===== src/rtl/uart_cmd_parser.sv =====
// Byte-stream command decoder: parses cmd/count_lo/count_hi headers, assembles
// little-endian payload words into BRAM write strobes, or requests a data readback.
module uart_cmd_parser #(
  parameter int unsigned DATA_SIZE      = 64,
  parameter int unsigned DATA_ADDRS     = 2,
  parameter int unsigned OP_SIZE        = 8,
  parameter int unsigned OP_ADDRS       = 12,
  parameter int unsigned WEIGHT_SIZE    = 96,
  parameter int unsigned WEIGHT_ADDRS   = 2,
  parameter int unsigned TIMEOUT_CYCLES = 50000
) (
  input  logic                            clk_in,
  input  logic                            rst_in,
  input  logic [7:0]                      rx_byte_in,
  input  logic                            rx_valid_in,
  input  logic                            rd_done_in,
  output logic                            data_we_out,
  output logic [$clog2(DATA_ADDRS)-1:0]   data_addr_out,
  output logic [DATA_SIZE-1:0]            data_wdata_out,
  output logic                            op_we_out,
  output logic [$clog2(OP_ADDRS)-1:0]     op_addr_out,
  output logic [OP_SIZE-1:0]              op_wdata_out,
  output logic                            wt_we_out,
  output logic [$clog2(WEIGHT_ADDRS)-1:0] wt_addr_out,
  output logic [WEIGHT_SIZE-1:0]          wt_wdata_out,
  output logic                            rd_start_out,
  output logic [15:0]                     rd_count_out,
  output logic                            busy_out,
  output logic                            err_out
);

  localparam int unsigned DATA_AW   = $clog2(DATA_ADDRS);
  localparam int unsigned OP_AW     = $clog2(OP_ADDRS);
  localparam int unsigned WT_AW     = $clog2(WEIGHT_ADDRS);
  localparam int unsigned MAX_AW_DO = (DATA_AW > OP_AW) ? DATA_AW : OP_AW;
  localparam int unsigned MAX_AW    = (MAX_AW_DO > WT_AW) ? MAX_AW_DO : WT_AW;
  localparam int unsigned MAX_SZ_DO = (DATA_SIZE > OP_SIZE) ? DATA_SIZE : OP_SIZE;
  localparam int unsigned MAX_SIZE  = (MAX_SZ_DO > WEIGHT_SIZE) ? MAX_SZ_DO : WEIGHT_SIZE;
  localparam int unsigned MAX_BYTES = MAX_SIZE / 8;
  localparam int unsigned BCNT_W    = $clog2(MAX_BYTES + 1);
  localparam int unsigned TMO_W     = $clog2(TIMEOUT_CYCLES + 1);

  localparam logic [7:0] CMD_WR_DATA = 8'h00;
  localparam logic [7:0] CMD_WR_WT   = 8'h01;
  localparam logic [7:0] CMD_WR_OP   = 8'h02;
  localparam logic [7:0] CMD_RD_DATA = 8'h04;

  typedef enum logic [2:0] {
    S_IDLE,
    S_HDR1,
    S_HDR2,
    S_PAYLOAD,
    S_RD_WAIT
  } state_t;

  state_t              r_state;
  state_t              w_next_state;
  logic [7:0]          r_cmd;
  logic [15:0]         r_count;
  logic [15:0]         r_word_cnt;
  logic [BCNT_W-1:0]   r_byte_cnt;
  logic [MAX_AW-1:0]   r_addr;
  logic [MAX_SIZE-1:0] r_buf;
  logic [TMO_W-1:0]    r_tmo;

  logic [MAX_SIZE-1:0] w_word;
  logic [BCNT_W-1:0]   w_bpw_m1;
  logic [MAX_AW-1:0]   w_depth_m1;
  logic                w_timed;
  logic                w_tmo_expire;
  logic                w_err;
  logic                w_word_done;
  logic                w_rd_start;

  assign w_timed      = (r_state == S_HDR1) || (r_state == S_HDR2) || (r_state == S_PAYLOAD);
  assign w_tmo_expire = (r_tmo == TMO_W'(TIMEOUT_CYCLES - 1));

  // Word geometry of the BRAM selected by the latched command
  always_comb begin
    w_bpw_m1   = BCNT_W'(OP_SIZE / 8 - 1);
    w_depth_m1 = MAX_AW'(OP_ADDRS - 1);
    case (r_cmd)
      CMD_WR_DATA: begin
        w_bpw_m1   = BCNT_W'(DATA_SIZE / 8 - 1);
        w_depth_m1 = MAX_AW'(DATA_ADDRS - 1);
      end
      CMD_WR_WT: begin
        w_bpw_m1   = BCNT_W'(WEIGHT_SIZE / 8 - 1);
        w_depth_m1 = MAX_AW'(WEIGHT_ADDRS - 1);
      end
      default: ;
    endcase
  end

  // Current word with the incoming byte merged at its little-endian position
  always_comb begin
    w_word = r_buf;
    for (int i = 0; i < int'(MAX_BYTES); i++) begin
      if (BCNT_W'(i) == r_byte_cnt) w_word[8*i +: 8] = rx_byte_in;
    end
  end

  always_ff @(posedge clk_in or negedge rst_in) begin
    if (!rst_in) r_state <= S_IDLE;
    else         r_state <= w_next_state;
  end

  always_comb begin
    w_next_state = r_state;
    w_err        = 1'b0;
    w_word_done  = 1'b0;
    w_rd_start   = 1'b0;
    case (r_state)
      S_IDLE: begin
        if (rx_valid_in) w_next_state = S_HDR1;
      end
      S_HDR1: begin
        if (rx_valid_in) begin
          w_next_state = S_HDR2;
        end else if (w_tmo_expire) begin
          w_err        = 1'b1;
          w_next_state = S_IDLE;
        end
      end
      S_HDR2: begin
        if (rx_valid_in) begin
          case (r_cmd)
            CMD_WR_DATA, CMD_WR_WT, CMD_WR_OP: w_next_state = S_PAYLOAD;
            CMD_RD_DATA: begin
              w_rd_start   = 1'b1;
              w_next_state = S_RD_WAIT;
            end
            default: begin
              w_err        = 1'b1;
              w_next_state = S_IDLE;
            end
          endcase
        end else if (w_tmo_expire) begin
          w_err        = 1'b1;
          w_next_state = S_IDLE;
        end
      end
      S_PAYLOAD: begin
        if (rx_valid_in) begin
          if (r_byte_cnt == w_bpw_m1) begin
            w_word_done = 1'b1;
            if (r_word_cnt == r_count) w_next_state = S_IDLE;
          end
        end else if (w_tmo_expire) begin
          w_err        = 1'b1;
          w_next_state = S_IDLE;
        end
      end
      S_RD_WAIT: begin
        if (rd_done_in) w_next_state = S_IDLE;
      end
      default: w_next_state = S_IDLE;
    endcase
  end

  // Header latching, payload assembly, write/readback strobes
  always_ff @(posedge clk_in or negedge rst_in) begin
    if (!rst_in) begin
      r_cmd          <= '0;
      r_count        <= '0;
      r_word_cnt     <= '0;
      r_byte_cnt     <= '0;
      r_addr         <= '0;
      r_buf          <= '0;
      r_tmo          <= '0;
      data_we_out    <= 1'b0;
      data_addr_out  <= '0;
      data_wdata_out <= '0;
      op_we_out      <= 1'b0;
      op_addr_out    <= '0;
      op_wdata_out   <= '0;
      wt_we_out      <= 1'b0;
      wt_addr_out    <= '0;
      wt_wdata_out   <= '0;
      rd_start_out   <= 1'b0;
      rd_count_out   <= '0;
      busy_out       <= 1'b0;
      err_out        <= 1'b0;
    end else begin
      data_we_out  <= 1'b0;
      op_we_out    <= 1'b0;
      wt_we_out    <= 1'b0;
      rd_start_out <= w_rd_start;
      err_out      <= w_err;
      busy_out     <= (w_next_state != S_IDLE);

      if (rx_valid_in || !w_timed) r_tmo <= '0;
      else                         r_tmo <= r_tmo + TMO_W'(1);

      case (r_state)
        S_IDLE: if (rx_valid_in) r_cmd <= rx_byte_in;
        S_HDR1: if (rx_valid_in) r_count[7:0] <= rx_byte_in;
        S_HDR2: begin
          if (rx_valid_in) begin
            r_count[15:8] <= rx_byte_in;
            r_word_cnt    <= '0;
            r_byte_cnt    <= '0;
            r_addr        <= '0;
            if (w_rd_start) rd_count_out <= {rx_byte_in, r_count[7:0]};
          end
        end
        S_PAYLOAD: begin
          if (rx_valid_in) begin
            r_buf <= w_word;
            if (w_word_done) begin
              r_byte_cnt <= '0;
              r_word_cnt <= r_word_cnt + 16'd1;
              r_addr     <= (r_addr == w_depth_m1) ? '0 : r_addr + MAX_AW'(1);
              case (r_cmd)
                CMD_WR_DATA: begin
                  data_we_out    <= 1'b1;
                  data_addr_out  <= DATA_AW'(r_addr);
                  data_wdata_out <= w_word[DATA_SIZE-1:0];
                end
                CMD_WR_WT: begin
                  wt_we_out    <= 1'b1;
                  wt_addr_out  <= WT_AW'(r_addr);
                  wt_wdata_out <= w_word[WEIGHT_SIZE-1:0];
                end
                default: begin
                  op_we_out    <= 1'b1;
                  op_addr_out  <= OP_AW'(r_addr);
                  op_wdata_out <= w_word[OP_SIZE-1:0];
                end
              endcase
            end else begin
              r_byte_cnt <= r_byte_cnt + BCNT_W'(1);
            end
          end
        end
        S_RD_WAIT: if (rd_done_in) rd_count_out <= '0;
        default: ;
      endcase
    end
  end

endmodule


===== config.mk =====
export PLATFORM = sky130hd
export DESIGN_NAME = uart_cmd_parser
export DESIGN_NICKNAME = d
export VERILOG_FILES = /design/src/rtl/uart_cmd_parser.sv
export SDC_FILE = /design/constraint.sdc
export NUM_CORES = 1
export LEC_CHECK = 0
export BUFFER_PORTS_ARGS = -buffer_cell sky130_fd_sc_hd__buf_4
export CAP_MARGIN = 40
export CORE_UTILIZATION = 45
export CTS_BUF_LIST = sky130_fd_sc_hd__clkbuf_8
export DETAILED_ROUTE_END_ITERATION = 10
export HOLD_SLACK_MARGIN = 0.08
export PLACE_DENSITY_LB_ADDON = 0.05
export SLEW_MARGIN = 25
export SYNTH_ARGS = -nofsm -noshare
export SYNTH_HDL_FRONTEND = slang
export SYNTH_SLANG_ARGS = --single-unit

===== constraint.sdc =====
create_clock -name clk_in -period 2.7 [get_ports clk_in]
set_input_delay 0.27 -clock clk_in [delete_from_list [all_inputs] [get_ports clk_in]]
set_output_delay 0.27 -clock clk_in [all_outputs]
set_load 0.01 [all_outputs]

# == Word level (Yosys, flattened, before mapping) ==
# Index checks and enable logic that the tools add are counted.
# word_totals
regBits,359
out_inout_bits,196
word_cells,142
# op_classes
add_sub_neg,4
n_eq_ne,27
n_mux,64
bitwise,1
n_reduce_logical,24
# op_table
operator,count
2-to-1 mux 16 bit,7
2-to-1 mux 8 bit,12
one-hot mux 16 bit (2 select lines),2
adder 16 x 1 -> 16 bit (second input constant),2
2-to-1 mux 4 bit,7
2-to-1 mux 3 bit,8
one-hot mux 4 bit (2 select lines),3
2-to-1 mux 1 bit,22
AND reduction 4 bit,5
== test 16 bit,1
== test 16 bit (second input constant),1
== test 3 x 4 -> 1 bit (first input constant),4
== test 4 bit (first input constant),4
one-hot mux 3 bit (5 select lines),1
!= test 2 bit (second input constant),5
adder 4 x 1 -> 4 bit (second input constant),2
== test 2 x 4 -> 1 bit (first input constant),2
== test 4 bit,2
== test 8 x 1 -> 1 bit (second input constant),1
== test 8 x 2 -> 1 bit (second input constant),1
== test 8 x 3 -> 1 bit (second input constant),1
logical NOT 8 bit,1
AND reduction 2 bit,4
== test 3 x 2 -> 1 bit (second input constant),2
16 further kinds,20

# == Depth between registers and ports, before layout ==
# logic_depth
ltp_word,9
mapped_depth,11
depth_no_buf,7

# == Worst setup path before layout ==
# Ideal clock, no wire load.
# synth_path
kind,reg-to-reg
startpoint,register r_cmd[1]
endpoint,register op_addr_out[3]
setup_ns,0.125
arrival_ns,2.128
setup_slack_ns,0.447
stages_incl_launch_ff,7
n_path_buf,1
path_cell_list,dfrtp_1 -> or4_1 -> o21ai_1 -> a21oi_2 -> o21ai_0 -> buf_2 -> mux2_2
# synth_between
elab_chain_cells,7
# synth_lines
element,line,rtl
from (decl),58,logic [7:0] r_cmd;
from (signal assigned),196,S_IDLE: if (rx_valid_in) r_cmd <= rx_byte_in;
== test 8 x 1 -> 1 bit / logical NOT 8 bit (equally long branches),"82, 214",
one-hot mux 4 bit (2 select lines),82,case (r_cmd)
== test 4 bit,145,if (r_byte_cnt == w_bpw_m1) begin
2-to-1 mux 1 bit,145,
2-to-1 mux 1 bit,144,if (rx_valid_in) begin
2-to-1 mux 1 bit,113,case (r_state)
AND reduction 4 bit (no source line) *,--,
to (signal assigned),227,op_addr_out <= OP_AW'(r_addr);
to (decl),21,"output logic [$clog2(OP_ADDRS)-1:0] op_addr_out,"
# Every way passes the cells marked *; elsewhere a longest branch is shown, timed or not.
# A chain may end at the register's enable or synchronous reset.

# == Final worst setup path ==
# layout_path
startpoint,register r_byte_cnt[2]
endpoint,register data_wdata_out[19]
# layout_between
elab_chain_cells,5
# layout_lines
element,line,rtl
from (decl),61,logic [BCNT_W-1:0] r_byte_cnt;
from (signal assigned),232,r_byte_cnt <= r_byte_cnt + BCNT_W'(1);
== test 4 bit,145,
2-to-1 mux 1 bit,145,
2-to-1 mux 1 bit,144,
2-to-1 mux 1 bit,113,
AND reduction 4 bit (no source line),--,
to (signal assigned),218,data_wdata_out <= w_word[DATA_SIZE-1:0];
to (decl),19,"output logic [DATA_SIZE-1:0] data_wdata_out,"
# Parallel ways exist; a longest one is shown, timed or not.

==> reports/results.tsv <==
metric	value	unit
Via-to-Cell Ratio	5.16	
Tot GR Track Use	22.0	%
Layout Skew	0.0207	ns
Area Overhead vs Synth	22.7	%
RSZ-0062 raised after global routing	no	
status	finished clean	
CP startpoint kind	flip-flop	
Synth top area share	59.9	%
row count	66	
most used flip-flop cell after synthesis	dfrtp_1	
Tot Pwr	0.0173	W
final worst-path cycle share	90.7	%
DRC viols	0	
synth top area cells	dfrtp_1, mux2_2, mux2i_1, nand2_1, nor2_1	
final wirelength	36100	um
clk slew on worst S/H paths	0.06	ns
CP Class	reg2reg	
fraction of layout cells with a size suffix above 1	29.4	%
ant diodes	0	
post-synthesis cell type count	56	
Post-Place Worst Slack	0.194	ns
TritonRoute pass-1 iters	5	
Seq/Total Area, Yosys	59.9	%
Pwr per Cell Area	940	nW/um2
Req. time, crit path	3.21	ns
critical path peak fanout	26	
routability cong.	0.809	
data arrival time of the worst path	2.96	ns
Post-Syn Nets	1327	
Synth Warn #	0	
# setup viols final	0	
initial antenna violation count	0	
minimum clock period	2.45	ns
Worst Tran Pin Value	0.790	ns
Die Wd	185	um
Clock Tree Buf Depth	3	
Starting Density	45.9	%
Worst Setup End Kind	flip-flop	
HP Class	in2reg	
Avg Cell Area, Syn	11.5	um2
max cap viols	0	
CTS tree	done	
via count	10500	
Yosys reg bits	359	
final-report hold violation count	0	
Synth async-reset ratio	100	%
Post-Synthesis Cells	1308	
first-pass GRT wire length	57900	um
# H-tree levels	2	
final max-slew violation count	0	
Synth area leader	dfrtp_1	
Die Area	34100	um2
clock sinks	359	
Antenna Nets Post-Route	0	
clock latency on the worst-skew pair	0.59	ns
WL/cell	17.8	um
IO Port Bufs	207	
headroom to the max-slew limit	47.1	%
I/O pin cnt	208	
largest net degree at the start of global routing	70	
die extent in y	185	um
total CTS buffers	58	
GR Overflow Total	0	
hpwl dp	23700	um
Max Clk Rate	409	MHz
Post-synth EDFFs	0	
Root Buffer	clkbuf_8	
vias in the first global route	10200	
synthesized area	15000	um2
nets	1559	
Post-CTS Setup Bufs	0	
setup TNS	0	ns
Worst IR Drop VDD	0.362	mV
P_leak	9.22	nW
Iter 0 DRT Violations	484	
Core Area	32700	um2
final worst slack	0.252	ns
final core utilization	56.3	%
-- layout make-up --
cell class / instances / area, um2
fill: 2949 / 14300
inverter: 18 / 67.6
timing repair buffer: 256 / 2060
sequential: 359 / 8980
tap: 442 / 553
clock inverter: 28 / 123
clock buffer: 74 / 1020
multi-input combinational: 847 / 5600
-- placed cells by master, fill, tap and decap left out, types with 5 or more instances in the layout --
cell type	n
o21ai_0	72
or3_1	8
nand3_1	16
mux2i_1	96
a21oi_1	72
xnor2_1	32
nor2_1	110
buf_4	242
inv_1	35
and2_1	5
o21ai_1	50
nor4_1	8
dfrtp_1	359
clkinv_2	10
mux2_2	115
a22o_1	16
clkbuf_8	74
xor2_1	8
nand2_1	163
nand4_1	9
buf_12	10
ha_1	7
nor3_1	9
-- path summary, 6_finish.rpt --
| path | from | endpoint | slack (ns) | cells after the start |
|---|---|---|---|---|
| setup / recovery | r_byte_cnt[2] | data_wdata_out[19] | 0.25 | 8 |
| hold / removal | rx_byte_in[7] | r_count[15] | 0.12 | 3 |
| setup reg to reg | r_byte_cnt[2] | data_wdata_out[19] | 0.25 | 8 |
| hold reg to reg | wt_wdata_out[67] | wt_wdata_out[67] | 0.48 | 2 |
| max in group asynchronous | rst_in | wt_wdata_out[69] | 1.69 | 3 |
| min in group asynchronous | rst_in | r_buf[8] | 0.23 | 2 |
-- cells by family (layout without fill, tap and decap cells) --
| logic type | Yosys count | after routing | share of synthesized area (%) |
|---|---|---|---|
| flops | 359 | 359 | 59.9 |
| xor+xnor | 40 | 40 | 2.34 |
| fa+ha+maj | 8 | 8 | 0.651 |
| compound gates | 231 | 231 | 8.53 |
| mux | 212 | 212 | 15.1 |
| buf+inv | 103 | 376 | 2.93 |
| simple gates | 355 | 356 | 10.6 |
-- power breakdown --
part	internal, W	switching (W)	total [W]
clock network	0.00245	0.00210	0.00454
logic	0.00245	0.00253	0.00498
registers	0.00681	0.000984	0.00779
total	0.0117	0.00561	0.0173
-- critical path: stages, from the launching register on --
cell,delay (ns)
dfrtp_1,0.46
nor4_1,0.36
a21boi_1,0.43
o21ai_2,0.21
nor4_4,0.24
buf_12,0.17
buf_4,0.26
nor2_1,0.08
a21oi_1,0.14
-- synthesized netlist by cell type (9+ instances only) --
cell type	instances
a21oi_1	72
a22o_1	16
buf_1	13
buf_2	21
clkbuf_1	44
dfrtp_1	359
inv_1	18
mux2_2	115
mux2i_1	96
nand2_1	163
nand3_1	16
nand4_1	9
nor2_1	110
nor3_1	9
o21ai_0	73
o21ai_1	49
xnor2_1	32
-- per-stage QoR --
| stage | cells | cell area, um2 | hold WS (ns) |
|---|---|---|---|
| 2_1_floorplan | 1308 | 15000 | -0.0256 |
| 3_3_place_gp | 1918 | 17200 | 0.272 |
| 3_5_place_dp | 1918 | 17200 | 0.273 |
| 4_1_cts | 2023 | 18400 | 0.0828 |
| 5_1_grt | 2024 | 18400 | 0.119 |
| 6_report | 2024 | 18400 | 0.122 |
-- sequential cells by signal (all words and copies together), names as in the netlist, 3 cells and up --
| register | flops |
|---|---|
| r_word_cnt | 16 |
| r_tmo | 16 |
| r_buf | 96 |
| r_byte_cnt | 4 |
| data_wdata_out | 64 |
| r_count | 16 |
| r_addr | 4 |
| wt_wdata_out | 96 |
| rd_count_out | 16 |
| op_addr_out | 4 |
| r_cmd | 8 |
| r_state | 3 |
| op_wdata_out | 8 |
-- layer usage --
| layer | share of wire, % | GRT usage (%) | vias up |
|---|---|---|---|
| li1 | - | - | 4990 |
| met1 | 48 | 32.0 | 5134 |
| met2 | 45 | 33.6 | 275 |
| met3 | 5.6 | 4.11 | 53 |
| met4 | 1.6 | 5.73 | 0 |
| met5 | 0 | 0 | - |
-- timing repair --
action | 4_1_cts | 5_1_grt
endpoints found under the setup margin | 0 | 1
hold buffers | 3 | 0
endpoints found under the hold margin | 62 | 0
gates resized for setup | 0 | 0
No activity file was read; power rests on OpenSTA's default activity.
